File: src/rtl/adc_cap_pkg.sv
// Shared types and defaults for the triggered ADC capture block.
// Latency: n/a (declarations only).
// Backpressure: n/a.
package adc_cap_pkg;

    localparam int DEF_DW    = 8;
    localparam int DEF_DEPTH = 16;
    localparam int CNT_W     = 8;

    typedef enum logic [1:0] {
        ST_IDLE    = 2'd0,
        ST_ARMED   = 2'd1,
        ST_CAPTURE = 2'd2,
        ST_READOUT = 2'd3
    } cap_state_t;

endpackage

File: src/rtl/adc_cap_ram.sv
// Capture buffer: DEPTH x DW distributed RAM, one sync write port, one async read port.
// Latency: write lands on the clock edge; read data follows rd_addr combinationally.
// Backpressure: none; the owner decides when to write and where to read.
module adc_cap_ram #(
    parameter  int DW    = 8,
    parameter  int DEPTH = 16,
    localparam int AW    = $clog2(DEPTH)
) (
    input  logic          clk,
    input  logic          wr_en,
    input  logic [AW-1:0] wr_addr,
    input  logic [DW-1:0] wr_data,
    input  logic [AW-1:0] rd_addr,
    output logic [DW-1:0] rd_data
);

    // Contents are deliberately left unreset so this maps onto LUT RAM.
    logic [DW-1:0] mem [DEPTH];

    // Synchronous write port.
    always_ff @(posedge clk) begin
        if (wr_en) begin
            mem[wr_addr] <= wr_data;
        end
    end

    assign rd_data = mem[rd_addr];

endmodule

File: src/rtl/adc_trig_capture.sv
// Rising-edge triggered ADC capture of DEPTH samples, then a valid/ready readout stream.
// Latency: first word is valid the cycle after the final write; the trigger sample lands at address 0 on its own cycle.
// Backpressure: rd_ready=0 holds rd_data/rd_valid/rd_last; the capture side never stalls the ADC.
module adc_trig_capture
    import adc_cap_pkg::*;
#(
    parameter int DW    = DEF_DW,
    parameter int DEPTH = DEF_DEPTH
) (
    input  logic             clk_pin_p,
    input  logic             rst_pin,
    input  logic [DW-1:0]    sample_in,
    input  logic             sample_vld,
    input  logic [DW-1:0]    thresh,
    input  logic             arm,
    input  logic             abort,
    output logic [DW-1:0]    rd_data,
    output logic             rd_valid,
    input  logic             rd_ready,
    output logic             rd_last,
    output logic             busy,
    output logic [CNT_W-1:0] cap_count
);

    localparam int            AW          = $clog2(DEPTH);
    localparam logic [AW-1:0] LAST_ADDR   = AW'(DEPTH - 1);
    localparam logic [AW-1:0] PENULT_ADDR = AW'(DEPTH - 2);

    cap_state_t    state;
    logic [AW-1:0] wr_ptr;
    logic [AW-1:0] rd_ptr;
    logic [AW-1:0] wr_addr;
    logic [DW-1:0] prev_sample;
    logic [DW-1:0] ram_q;
    logic          prev_vld;
    logic          trig;
    logic          wr_en;

    // Upward crossing of thresh; needs a previous sample from this arming.
    assign trig = (state == ST_ARMED) && sample_vld && prev_vld &&
                  (prev_sample < thresh) && (sample_in >= thresh);

    // Abort wins over a write in the same cycle.
    assign wr_en   = !abort && sample_vld && (trig || (state == ST_CAPTURE));
    assign wr_addr = (state == ST_CAPTURE) ? wr_ptr : '0;

    // Zero when not presenting a word, so reset forces rd_data low immediately.
    assign rd_data = rd_valid ? ram_q : '0;

    adc_cap_ram #(
        .DW    (DW),
        .DEPTH (DEPTH)
    ) u_ram (
        .clk     (clk_pin_p),
        .wr_en   (wr_en),
        .wr_addr (wr_addr),
        .wr_data (sample_in),
        .rd_addr (rd_ptr),
        .rd_data (ram_q)
    );

    // Capture FSM with pointers, trigger history and registered status outputs.
    always_ff @(posedge clk_pin_p or negedge rst_pin) begin
        if (!rst_pin) begin
            state       <= ST_IDLE;
            wr_ptr      <= '0;
            rd_ptr      <= '0;
            prev_sample <= '0;
            prev_vld    <= 1'b0;
            rd_valid    <= 1'b0;
            rd_last     <= 1'b0;
            busy        <= 1'b0;
            cap_count   <= '0;
        end else if (abort) begin
            state    <= ST_IDLE;
            wr_ptr   <= '0;
            rd_ptr   <= '0;
            prev_vld <= 1'b0;
            rd_valid <= 1'b0;
            rd_last  <= 1'b0;
            busy     <= 1'b0;
        end else begin
            case (state)
                ST_IDLE: begin
                    if (arm) begin
                        state    <= ST_ARMED;
                        prev_vld <= 1'b0;
                        busy     <= 1'b1;
                    end
                end
                ST_ARMED: begin
                    if (sample_vld) begin
                        prev_sample <= sample_in;
                        prev_vld    <= 1'b1;
                        if (trig) begin
                            wr_ptr <= AW'(1);
                            state  <= ST_CAPTURE;
                        end
                    end
                end
                ST_CAPTURE: begin
                    if (sample_vld) begin
                        if (wr_ptr == LAST_ADDR) begin
                            wr_ptr   <= '0;
                            rd_ptr   <= '0;
                            rd_valid <= 1'b1;
                            rd_last  <= 1'b0;
                            state    <= ST_READOUT;
                        end else begin
                            wr_ptr <= wr_ptr + 1'b1;
                        end
                    end
                end
                ST_READOUT: begin
                    if (rd_ready) begin
                        if (rd_last) begin
                            state    <= ST_IDLE;
                            rd_ptr   <= '0;
                            rd_valid <= 1'b0;
                            rd_last  <= 1'b0;
                            busy     <= 1'b0;
                            if (cap_count != '1) begin
                                cap_count <= cap_count + 1'b1;
                            end
                        end else begin
                            rd_ptr  <= rd_ptr + 1'b1;
                            rd_last <= (rd_ptr == PENULT_ADDR);
                        end
                    end
                end
                default: state <= ST_IDLE;
            endcase
        end
    end

endmodule
File: config.mk
export PLATFORM = sky130hd
export DESIGN_NAME = adc_trig_capture
export DESIGN_NICKNAME = d
export VERILOG_FILES = /design/src/rtl/adc_cap_pkg.sv /design/src/rtl/adc_cap_ram.sv /design/src/rtl/adc_trig_capture.sv
export SDC_FILE = /design/constraint.sdc
export NUM_CORES = 1
export LEC_CHECK = 0
export ABC_CLOCK_PERIOD_IN_PS = 2700
export CAP_MARGIN = 30
export CORE_AREA = 2 2 147 113
export CTS_BUF_LIST = sky130_fd_sc_hd__clkbuf_4 sky130_fd_sc_hd__clkbuf_8 sky130_fd_sc_hd__clkbuf_16
export CTS_CLUSTER_SIZE = 25
export DETAILED_ROUTE_END_ITERATION = 16
export DIE_AREA = 0 0 149 115
export PLACE_DENSITY_LB_ADDON = 0.2
export SLEW_MARGIN = 25
export SYNTH_ARGS = -nofsm -noshare
export SYNTH_HDL_FRONTEND = slang
export SYNTH_SLANG_ARGS = --single-unit
File: constraint.sdc
create_clock -name clk_pin_p -period 2.7 [get_ports clk_pin_p]
set_input_delay 0.27 -clock clk_pin_p [delete_from_list [all_inputs] [get_ports clk_pin_p]]
set_output_delay 0.27 -clock clk_pin_p [all_outputs]
set_load 0.02 [all_outputs]
# Yosys cells after proc, flatten, opt, wreduce, memory -nomap -nowiden
# Memory sizes are Yosys's and may differ from the RTL's.
# Index checks and enable logic that the tools add are counted.
[classes]
addsub = 3
order_cmp = 2
n_eq_ne = 13
mux = 44
bitwise_logic = 1
n_reduce_logical = 21
[op_table]
columns = ["cell", "count"]
rows = [
  ["4-bit two-way mux", 11],
  ["3-bit != test, second input constant", 6],
  ["1-bit two-way mux", 17],
  ["2-bit two-way mux", 8],
  ["4-bit case mux with 2 select lines", 2],
  ["4-bit AND reduction", 3],
  ["3-bit nonzero test", 4],
  ["5-bit AND reduction", 2],
  ["4-bit by 1-bit adder with 4-bit output, second input constant", 2],
  ["8-bit by 1-bit adder with 8-bit output, second input constant", 1],
  ["4-bit == test, second input constant", 2],
  ["8-bit greater-or-equal comparator", 1],
  ["8-bit < comparator", 1],
  ["8-bit two-way mux", 1],
  ["8-bit != test, second input constant", 1],
  ["1-bit case mux with 2 select lines", 4],
  ["2-bit case mux with 4 select lines", 1],
  ["7-bit AND reduction", 1],
  ["1-bit logical AND", 6],
  ["3-bit AND reduction", 2],
  ["2-bit == test, second input constant", 2],
  ["3-bit by 2-bit != test with 1-bit output, second input constant", 1],
  ["2-bit by 1-bit == test with 1-bit output, second input constant", 1],
  ["2-bit logical NOT", 1],
  ["3 further kinds", 3],
]
[word_totals]
regBits = 30
ramBits = 128
in_bits = 22
out_inout_bits = 19
wordCells = 94
n_memories = 1
[memory_table]
columns = ["memory", "depth", "word_bits", "rd", "rd_clocked_by_memory_dff", "wr", "line", "text"]
rows = [
  ["u_ram.mem", 16, 8, 1, 0, 1, "adc_cap_ram.sv:18", "logic [DW-1:0] mem [DEPTH];"],
]

# Longest topological paths before layout
# Gate-level depths: netlist (run 1).
[depth]
ltp_word = 9
depth_mapped = 8
ltp_nobuf = 7

# Cells and area by module
# A second synthesis (run 1) with hierarchy kept.
[unflattened]
cells_unflattened = 421
area_unflattened_um2 = 6995.5
[by_module_without_submodules]
columns = ["module", "instances", "cells_per_inst", "area_each_um2", "seq_area_each_um2"]
rows = [
  ["adc_cap_ram", 1, 221, 4987.3, 3843.7],
  ["adc_trig_capture", 1, 200, 2008.2, 750.7],
]

# Least setup slack after synthesis (run 1)
# OpenSTA, ideal clock, no wires.
[synth_path]
kind = "reg-to-reg"
start = "register prev_sample[5]"
end = "memory u_ram.mem[0][0], enable pin"
setup_time_ns = 0.395
arrival_ns = 2.302
required_ns = 2.305
path_slack_ns = 0.003
stages_incl_launch_ff = 7
n_path_buf = 0
period_less_slack_ns = 2.697
path_cell_list = "dfrtp_1 ha_1 a211o_1 a21oi_1 o31ai_1 o32ai_1 nor4bb_1"
[synth_between]
elab_chain_len = 7
[synth_lines]
columns = ["element", "line", "text"]
rows = [
  ["from (decl)", "adc_trig_capture.sv:33", "logic [DW-1:0] prev_sample;"],
  ["from (signal assigned)", "adc_trig_capture.sv:93", "prev_sample <= sample_in;"],
  ["8-bit < comparator", "adc_trig_capture.sv:41", "(prev_sample < thresh) && (sample_in >= thresh);"],
  ["1-bit logical AND", "adc_trig_capture.sv:40", "assign trig = (state == ST_ARMED) && sample_vld && prev_vld &&"],
  ["1-bit logical AND", "adc_trig_capture.sv:41", ""],
  ["1-bit logical OR", "adc_trig_capture.sv:44", "assign wr_en = !abort && sample_vld && (trig || (state == ST_CAPTURE));"],
  ["1-bit logical AND", "adc_trig_capture.sv:44", ""],
  ["1-bit two-way mux", "adc_cap_ram.sv:22", "if (wr_en) begin"],
  ["1-bit two-way mux (not written as such)", "adc_cap_ram.sv:23", "mem[wr_addr] <= wr_data;"],
  ["to (decl)", "adc_cap_ram.sv:18", ""],
]
# Every way passes these cells.

# Worst setup path after layout (run 1)
[layout_path]
start = "register rd_ptr[0]"
end = "output rd_data[1]"
[layout_between]
elab_chain_len = 2
[layout_lines]
columns = ["element", "line", "text"]
rows = [
  ["from (decl)", "adc_trig_capture.sv:31", "logic [AW-1:0] rd_ptr;"],
  ["from (signal assigned)", "adc_trig_capture.sv:126", "rd_ptr <= rd_ptr + 1'b1;"],
  ["memory read 16 x 8 bit", "n/a", ""],
  ["8-bit two-way mux", "adc_trig_capture.sv:48", "assign rd_data = rd_valid ? ram_q : '0;"],
  ["to (decl)", "adc_trig_capture.sv:17", "output logic [DW-1:0] rd_data,"],
]
# Every way passes these cells.

==> results of run 1 <==
-- through the flow --
stage	hold slack (ns)	setup slack, ns	instances	instance area (sq um)	setup TNS (ns)
floorplan	-0.0256	0.00323	406	6910	0
detailed placement	0.490	-0.0673	685	7870	-0.536
CTS	0.263	-0.0715	724	8590	-0.470
global route	0.290	-0.114	725	8580	-0.815
global placement	0.486	-0.0206	685	7870	-0.162
finish	0.263	-0.0403	725	8580	-0.236
-- flip-flops by register name (all words and copies together), names as in the netlist --
register,flops
state,2
rd_valid,1
cap_count,8
busy,1
prev_vld,1
prev_sample,8
rd_last,1
wr_ptr,4
u_ram.mem,128
rd_ptr,4
-- how the worst min path moves through the flow --
stage                        startpoint                        to  cells after the start
3_5_place_dp   cap_count[5]$_DFFE_PN0P_  cap_count[5]$_DFFE_PN0P_                      1
6_report                        rst_pin  cap_count[3]$_DFFE_PN0P_                      2
5_1_grt                         rst_pin  cap_count[5]$_DFFE_PN0P_                      2
3_3_place_gp   cap_count[5]$_DFFE_PN0P_  cap_count[5]$_DFFE_PN0P_                      1
2_1_floorplan                   rst_pin          busy$_DFFE_PN0P_                      0
4_1_cts                         rst_pin     rd_ptr[2]$_DFFE_PN0P_                      2
-- final cells by class --
class	count	area, sq um
clock inverter	10	114
fill	1275	7140
inverter	17	63.8
multi-input combinational	216	2190
clock buffer	21	455
sequential	158	4600
tap	210	263
timing repair buffer	93	893
-- per-layer routing --
layer | GRT usage, % | up-vias | share of wire [%]
li1 | - | 1806 | -
met1 | 28.3 | 2034 | 47
met2 | 29.3 | 111 | 46
met3 | 5.20 | 17 | 5.9
met4 | 6.86 | 0 | 1.5
met5 | 0 | - | 0
-- placed cells by master (no fill, tap or decap), types with 4 or more instances in the layout --
cell / Yosys / layout
sky130_fd_sc_hd__inv_1: 16 / 16
sky130_fd_sc_hd__ha_1: 23 / 23
sky130_fd_sc_hd__nand2_1: 22 / 22
sky130_fd_sc_hd__clkdlybuf4s50_1: 0 / 32
sky130_fd_sc_hd__o31ai_1: 4 / 4
sky130_fd_sc_hd__clkbuf_4: 0 / 4
sky130_fd_sc_hd__and2_4: 0 / 7
sky130_fd_sc_hd__or2_2: 4 / 4
sky130_fd_sc_hd__and3_1: 4 / 4
sky130_fd_sc_hd__buf_12: 0 / 5
sky130_fd_sc_hd__xnor2_1: 4 / 4
sky130_fd_sc_hd__buf_6: 3 / 10
sky130_fd_sc_hd__a21oi_1: 11 / 11
sky130_fd_sc_hd__nor2_1: 22 / 22
sky130_fd_sc_hd__edfxtp_1: 128 / 128
sky130_fd_sc_hd__nand3_1: 8 / 8
sky130_fd_sc_hd__mux4_2: 40 / 40
sky130_fd_sc_hd__dfrtp_1: 30 / 29
sky130_fd_sc_hd__buf_4: 1 / 44
sky130_fd_sc_hd__clkbuf_16: 0 / 18
sky130_fd_sc_hd__o21ai_0: 10 / 10
sky130_fd_sc_hd__mux2_2: 7 / 7
-- worst reg2reg max path: cells and delay by family, from the launching register on --
kind | cells | cell delay [ns]
adders and majority gates | 1 | 0.16
DFF | 1 | 0.44
and+or+nand+nor | 4 | 1.10
buffers and inverters | 3 | 0.37
-- power groups by stage --
stage / logic (mW) / registers, mW / clock network [mW]
2_1_floorplan: 0.587 / 2.86 / 0
3_3_place_gp: 0.910 / 2.88 / 0
3_5_place_dp: 0.925 / 2.88 / 0
4_1_cts: 1.00 / 2.83 / 2.38
5_1_grt: 1.08 / 2.85 / 2.48
6_report: 0.984 / 2.84 / 2.34
-- what timing repair did --
action | in CTS | in global routing
gates resized for setup | 58 | 0
gates cloned | 2 | 1
setup buffers | 6 | 2
endpoints found under the setup margin | 8 | 8
-- kinds of logic (layout without fill, tap and decap cells) --
| group | after synthesis | after routing | synth area share [%] |
|---|---|---|---|
| flip-flops | 158 | 158 | 66.4 |
| AND/OR/NAND/NOR | 89 | 89 | 6.59 |
| multiplexers | 50 | 50 | 14.6 |
| AO/OA/AOI/OAI | 47 | 47 | 5.14 |
| buffers and inverters | 32 | 141 | 2.17 |
| adder cells (fa/ha/maj) | 23 | 23 | 4.16 |
| XOR/XNOR | 7 | 7 | 0.887 |
==> run summary, run 1 <==
STATUS
-------------------------------------------------------------------------------------
Run status                                                               complete, but fails checks
Violated checks                                                          setup timing

WORST SETUP PATH
-------------------------------------------------------------------------------------
End point of the critical path                                             rd_data[1]
Critical Path, Cell by Cell                                              buf_12 -> buf_6 -> mux4_2 -> mux4_2 -> and2_4 -> buf_6
Crit path launch                                                         rd_ptr[0]$_DFFE_PN0P_
Worst Path Arrival                                                            2.47 ns
Category of the worst setup path launch point                               flip-flop
Number of cells traversed by the worst register-to-register path                    8
Endpoint of the most critical register-to-register path                  u_ram.mem[7][2]$_DFFE_PP_
Beginning of the worst register-to-register path                         state[0]$_DFFE_PN0P_
Worst setup slack for register-to-register paths                              0.32 ns
Required arrival time at the worst endpoint                                   2.43 ns
Cell class contributing the biggest share of worst-path delay            multiplexers
Cell with the largest stage delay on the worst path                      sky130_fd_sc_hd__mux4_2
Biggest fanout along the worst timing path                                          8
Slowest stage delay, CP                                                       0.51 ns
Critical path depth                                                                 6
Crit path buf inv count                                                             3
Class of the most critical setup path                                    flip-flop to output port
Category of the worst setup path capture point                            output port

POWER AND IR DROP
-------------------------------------------------------------------------------------
Total power after layout                                                      6.16 mW
Pint                                                                          4.65 mW
Cell Pwr Density                                                          718 nW/um^2
Clock power share                                                               38.0%
Cell leakage power                                                            3.08 nW
Net Switching                                                                 1.52 mW
Flop pwr share                                                                  46.0%
Peak supply drop                                                           0.000496 V
Power share of the combinational group                                          16.0%
Switching Fraction                                                              24.6%

SYNTH
-------------------------------------------------------------------------------------
Most area-hungry cell type in the Yosys netlist                          sky130_fd_sc_hd__edfxtp_1
Synthesized cell area                                                      6910 sq um
Total of warnings raised by yosys                                                   0
Seq/Total Area, Yosys                                                           66.4%
Cells after Synth                                                                 406
Top post-synthesis cells by area                                         sky130_fd_sc_hd__edfxtp_1, sky130_fd_sc_hd__mux4_2, sky130_fd_sc_hd__dfrtp_1
EDFF count, synth                                                                 128
Unique masters post-synth                                                          53
Top cells by instance count after synthesis                              sky130_fd_sc_hd__edfxtp_1, sky130_fd_sc_hd__mux4_2, sky130_fd_sc_hd__dfrtp_1
Async S/R FF share, synth                                                       19.0%
Post-synthesis register bit count                                                 158
Most frequently used cell type in the post-synthesis netlist             sky130_fd_sc_hd__edfxtp_1
Flip-flop cell with the highest count after synthesis                    sky130_fd_sc_hd__edfxtp_1
Top cell type's share of synthesized area                                       55.6%
Syn nets                                                                          451
Avg Inst Size Synth                                                        17.0 sq um

HOLD PATH
-------------------------------------------------------------------------------------
Min-Delay Path Class                                                     primary input to async pin

STA
-------------------------------------------------------------------------------------
Hold violation count in the final report                                            0
Transition at the pin with the smallest max-transition slack                 0.477 ns
Relative slew slack                                                             67.9%
Final Cycle Share                                                                101%
Highest clock rate                                                            365 MHz
Min cycle time layout                                                         2.74 ns
Worst path setup slack after routing                                       -0.0403 ns
Final setup skew                                                           0.00860 ns
Max-slew violation count                                                            0
RSZ-0062 raised after global routing                                             true
Final-report setup violation count                                                  8

GLOBAL ROUTING
-------------------------------------------------------------------------------------
Via count of the first global-routing pass                                      3,962
All-layer global routing usage                                                  19.6%
First-pass GRT wire length                                                  23,900 um
Number of antenna violations at the first check in global routing                   0
Global route overflow                                                               0
Largest net degree at the start of global routing                                  31

FLOORPLAN
-------------------------------------------------------------------------------------
Core Footprint                                                           15,700 sq um
FP Rows                                                                            40
Width of the die                                                               149 um
Area of the die                                                          17,100 sq um
Die H                                                                          115 um
Initial standard-cell utilization of the core                                   44.0%
Top-Level Pins                                                                     41

FINAL LAYOUT
-------------------------------------------------------------------------------------
Area growth from synthesis to layout                                            24.1%
Utilization of the core after routing                                           54.6%
Layout cells sized above 1                                                      30.3%
Number of nets in the finished design                                             548
Number of antenna cells inserted                                                    0

ROUTE
-------------------------------------------------------------------------------------
Antenna-violating nets left                                                         0
Vias after detailed routing                                                     3,968
Wire per inst                                                                 21.5 um
Post-route DRC violation count                                                      0
TritonRoute pass-1 iters                                                            5
Total wirelength of the detailed-routed design                              15,600 um
Count of routing violations after the opening detailed-route iteration            408
Vias per Instance                                                                5.47

CTS
-------------------------------------------------------------------------------------
Number of hold buffers added after CTS                                              0
Number of clock buffers inserted by TritonCTS                                      17
CTS Root Cell                                                            sky130_fd_sc_hd__clkbuf_16
Worst-case clock buffer depth                                                       2
CTS H-tree lvls                                                                     4
TritonCTS clock tree                                                            built
Clock sink count                                                                  158
Clock slew seen by the registers of the worst setup and hold paths            0.06 ns
Skew-Pair Late Insertion Delay                                                0.43 ns

PLACED DESIGN
-------------------------------------------------------------------------------------
Buffers on Ports                                                                   40
Final HPWL from detailed placement                                          10,500 um
Routability congestion estimate                                                 0.821

RUN
-------------------------------------------------------------------------------------
Max-capacitance violation count                                                     0

(Power assumes the default switching activity.)
==> run 2, diff against run 1 <==
--- a/config.mk
+++ b/config.mk
@@ -12,6 +12,7 @@
 export CTS_CLUSTER_SIZE = 25
 export DETAILED_ROUTE_END_ITERATION = 16
 export DIE_AREA = 0 0 149 115
+export GPL_ROUTABILITY_DRIVEN = 0
 export PLACE_DENSITY_LB_ADDON = 0.2
 export SLEW_MARGIN = 25
 export SYNTH_ARGS = -nofsm -noshare
==> results of run 2 <==
Same layout as run 1: the final DEF is identical, and so are final timing and power.
==> run 3, diff against run 2 <==
--- a/config.mk
+++ b/config.mk
@@ -14,6 +14,7 @@
 export DIE_AREA = 0 0 149 115
 export GPL_ROUTABILITY_DRIVEN = 0
 export PLACE_DENSITY_LB_ADDON = 0.2
+export SETUP_SLACK_MARGIN = 0.15
 export SLEW_MARGIN = 25
 export SYNTH_ARGS = -nofsm -noshare
 export SYNTH_HDL_FRONTEND = slang
==> run 3 against run 2 <==
  * Register-to-register slack gained 0.05 ns
  * Worst setup slack lost 0.0087 ns
  * Largest power group unchanged
  * Maximum frequency shrank 0.32%
  * Combinational power is essentially flat
  * The run still ends with setup timing left
  * Utilization shrank 0.52 points
  * Sequential power is essentially flat
  * First-iteration DRC count shrank 22%
  * Non-clock buffer count shrank 5
  * Power shrank 2.5%
==> run summary, run 3 (synthesis results as in run 1) <==
ROUTE
-------------------------------------------------------------------------------------
Vias after detailed routing                                                     3,909   -1.5%
Total wirelength of the detailed-routed design                              15,000 um   -3.5%
Vias per Instance                                                                5.42   -0.94%
Antenna-violating nets left                                                         0   unchanged
Met3 layer wire length in the routed design                                    731 um   -21%
Post-route DRC violation count                                                      0   unchanged
Count of routing violations after the opening detailed-route iteration            320   -22%
Met2 Routed Length                                                            6770 um   -5.5%
Wire per inst                                                                 20.9 um   -3.0%
TritonRoute pass-1 iters                                                            4   -1
Highest routing layer actually used                                              met4
Wl on met1                                                                    7420 um   +2.1%

WORST SETUP PATH
-------------------------------------------------------------------------------------
Worst Path Arrival                                                            2.48 ns   about the same
Class of the most critical setup path                                    flip-flop to output port
Beginning of the worst register-to-register path                         state[1]$_DFFE_PN0P_
Number of cells traversed by the worst register-to-register path                    8   unchanged
Category of the worst setup path capture point                            output port
Crit path launch                                                         rd_ptr[0]$_DFFE_PN0P_
Required arrival time at the worst endpoint                                   2.43 ns   about the same
Category of the worst setup path launch point                               flip-flop
Biggest fanout along the worst timing path                                          8   unchanged

RUN
-------------------------------------------------------------------------------------
Max-capacitance violation count                                                     0   unchanged

POWER AND IR DROP
-------------------------------------------------------------------------------------
Cell leakage power                                                            3.03 nW   -1.6%
Net Switching                                                                 1.55 mW   +2.3%
Switching Fraction                                                              25.8%   +1.2 points
Clock power share                                                               36.2%   -1.8 points
Pint                                                                          4.46 mW   -4.0%
Flop pwr share                                                                  47.0%   +1.0 points
Peak supply drop                                                           0.000460 V   -7.1%
Power share of the combinational group                                          16.7%   +0.7 points
Cell Pwr Density                                                          707 nW/um^2   -1.5%

STA
-------------------------------------------------------------------------------------
Max-slew violation count                                                            0   unchanged
Final Cycle Share                                                                102%   +0.32 points
Highest clock rate                                                            364 MHz   -0.32%
Final setup skew                                                           0.00505 ns   -0.00354 ns
RSZ-0062 raised after global routing                                             true
Hold violation count in the final report                                            0   unchanged
Min cycle time layout                                                         2.75 ns   +0.00875 ns
Hold Worst Slack                                                             0.241 ns   -0.0219 ns
Worst path setup slack after routing                                       -0.0491 ns   -0.00875 ns
Relative slew slack                                                             61.1%   -6.7 points
Transition at the pin with the smallest max-transition slack                 0.583 ns   +0.106 ns
Final-report setup violation count                                                  8   unchanged

CTS
-------------------------------------------------------------------------------------
TritonCTS clock tree                                                            built
CTS Root Cell                                                            sky130_fd_sc_hd__clkbuf_16
Skew-Pair Late Insertion Delay                                                0.41 ns   -0.02 ns
Clock slew seen by the registers of the worst setup and hold paths            0.07 ns   about the same
Clock sink count                                                                  158   unchanged
Worst-case clock buffer depth                                                       2   unchanged
Number of clock buffers inserted by TritonCTS                                      17   unchanged
Number of hold buffers added after CTS                                              0   unchanged
CTS H-tree lvls                                                                     4   unchanged

FINAL LAYOUT
-------------------------------------------------------------------------------------
Most frequent standard cell in the layout excluding fill and tap cells   sky130_fd_sc_hd__edfxtp_1
Number of fill cells                                                            1,263   -0.94%
Layout cells sized above 1                                                      30.1%   -0.15 points
Area occupied by multi-input gates                                         2190 sq um   -0.11%
Seq. cell area                                                             4600 sq um   unchanged
Area growth from synthesis to layout                                            22.9%
Most flop-heavy register                                                    u_ram.mem
Number of flip-flops under the largest register name                              128   unchanged
Number of antenna cells inserted                                                    0   unchanged
Registers with the highest flip-flop counts                              u_ram.mem: 128 flops, cap_count: 8 flops, prev_sample: 8 flops
Most frequent cells in the layout                                        sky130_fd_sc_hd__edfxtp_1, sky130_fd_sc_hd__mux4_2, sky130_fd_sc_hd__buf_4
Number of nets in the finished design                                             543   -0.91%

FLOORPLAN
-------------------------------------------------------------------------------------
Initial standard-cell utilization of the core                                   44.0%   unchanged
Top-Level Pins                                                                     41   unchanged
Die H                                                                          115 um   unchanged
FP Rows                                                                            40   unchanged
Width of the die                                                               149 um   unchanged
Core Footprint                                                           15,700 sq um   unchanged
Area of the die                                                          17,100 sq um   unchanged

PLACED DESIGN
-------------------------------------------------------------------------------------
Dpl ws                                                                     -0.0362 ns   +0.0311 ns
Final HPWL from detailed placement                                          10,200 um   -2.7%
Buffers on Ports                                                                   40   unchanged

GLOBAL ROUTING
-------------------------------------------------------------------------------------
All-layer global routing usage                                                  19.2%   -0.49 points
First-pass GRT wire length                                                  23,500 um   -1.4%
Largest net degree at the start of global routing                                  37   +19%
Via count of the first global-routing pass                                      3,859   -2.6%
Number of antenna violations at the first check in global routing                   0   unchanged
Global route overflow                                                               0   unchanged

STATUS
-------------------------------------------------------------------------------------
Run status                                                               complete, but fails checks
Violated checks                                                          setup timing

HOLD PATH
-------------------------------------------------------------------------------------
Min-Delay Path Class                                                     primary input to async pin

[run 3: per-stage QoR]
step                util, %  total power [mW]  TNS [ns]  cell area, sq um  cells
floorplan                 -              3.45         0              6920    406
global placement       49.9              3.82    -0.162              7840    683
detailed placement     49.9              3.84    -0.286              7840    683
CTS                    54.0              6.06    -0.277              8490    721
global route           54.1              6.28    -0.866              8500    721
finish                 54.1              6.01    -0.225              8500    721
[run 3: layout make-up]
| class | count | share of cell area, % |
|---|---|---|
| Clock inverter | 14 | 1.27 |
| Tap cell | 210 | 3.09 |
| Sequential cell | 158 | 54.1 |
| Multi-Input combinational cell | 216 | 25.8 |
| Timing Repair Buffer | 88 | 9.88 |
| Clock buffer | 18 | 5.09 |
| Inverter | 17 | 0.795 |
[run 3: repair_timing]
item | 4_1_cts | 5_1_grt
setup endpoints to repair | 8 | 16
gates resized for setup | 57 | 1
pin swaps | 0 | 0
endpoints found under the hold margin | 0 | 0
buffers inserted | 5 | 0
gates cloned | 1 | 0
[run 3: power by group through the flow]
stage | Sequential [mW] | Clock (mW) | Combinational [mW]
final | 2.83 | 2.18 | 1.00
after global routing | 2.84 | 2.34 | 1.11
after detailed placement | 2.87 | 0 | 0.961
after global placement | 2.87 | 0 | 0.947
after floorplan | 2.86 | 0 | 0.588
after CTS | 2.83 | 2.22 | 1.01
[run 3: final timing paths]
| check | to | slack [ns] |
|---|---|---|
| min | cap_count[3]$_DFFE_PN0P_ | 0.24 |
| max reg2reg | u_ram.mem[0][6]$_DFFE_PP_ | 0.37 |
| max | rd_data[0] | -0.05 |
| min in group clk_pin_p | cap_count[5]$_DFFE_PN0P_ | 0.51 |
| max in group asynchronous | rd_ptr[0]$_DFFE_PN0P_ | 2.14 |
| min reg2reg | cap_count[5]$_DFFE_PN0P_ | 0.51 |
[run 3: metal layers]
metal / vias up / global-route usage, %
met2: 96 / 27.7
met5: - / 0
met4: 0 / 5.21
met3: 11 / 4.33
li1: 1795 / -
met1: 2007 / 29.4
[run 3: critical path, stage by stage (launching register included)]
cell                      delay (ns)
sky130_fd_sc_hd__dfrtp_2        0.46
sky130_fd_sc_hd__buf_12         0.14
sky130_fd_sc_hd__buf_16         0.13
sky130_fd_sc_hd__mux4_2         0.55
sky130_fd_sc_hd__mux4_2         0.49
sky130_fd_sc_hd__and2_4         0.17
sky130_fd_sc_hd__buf_6          0.12
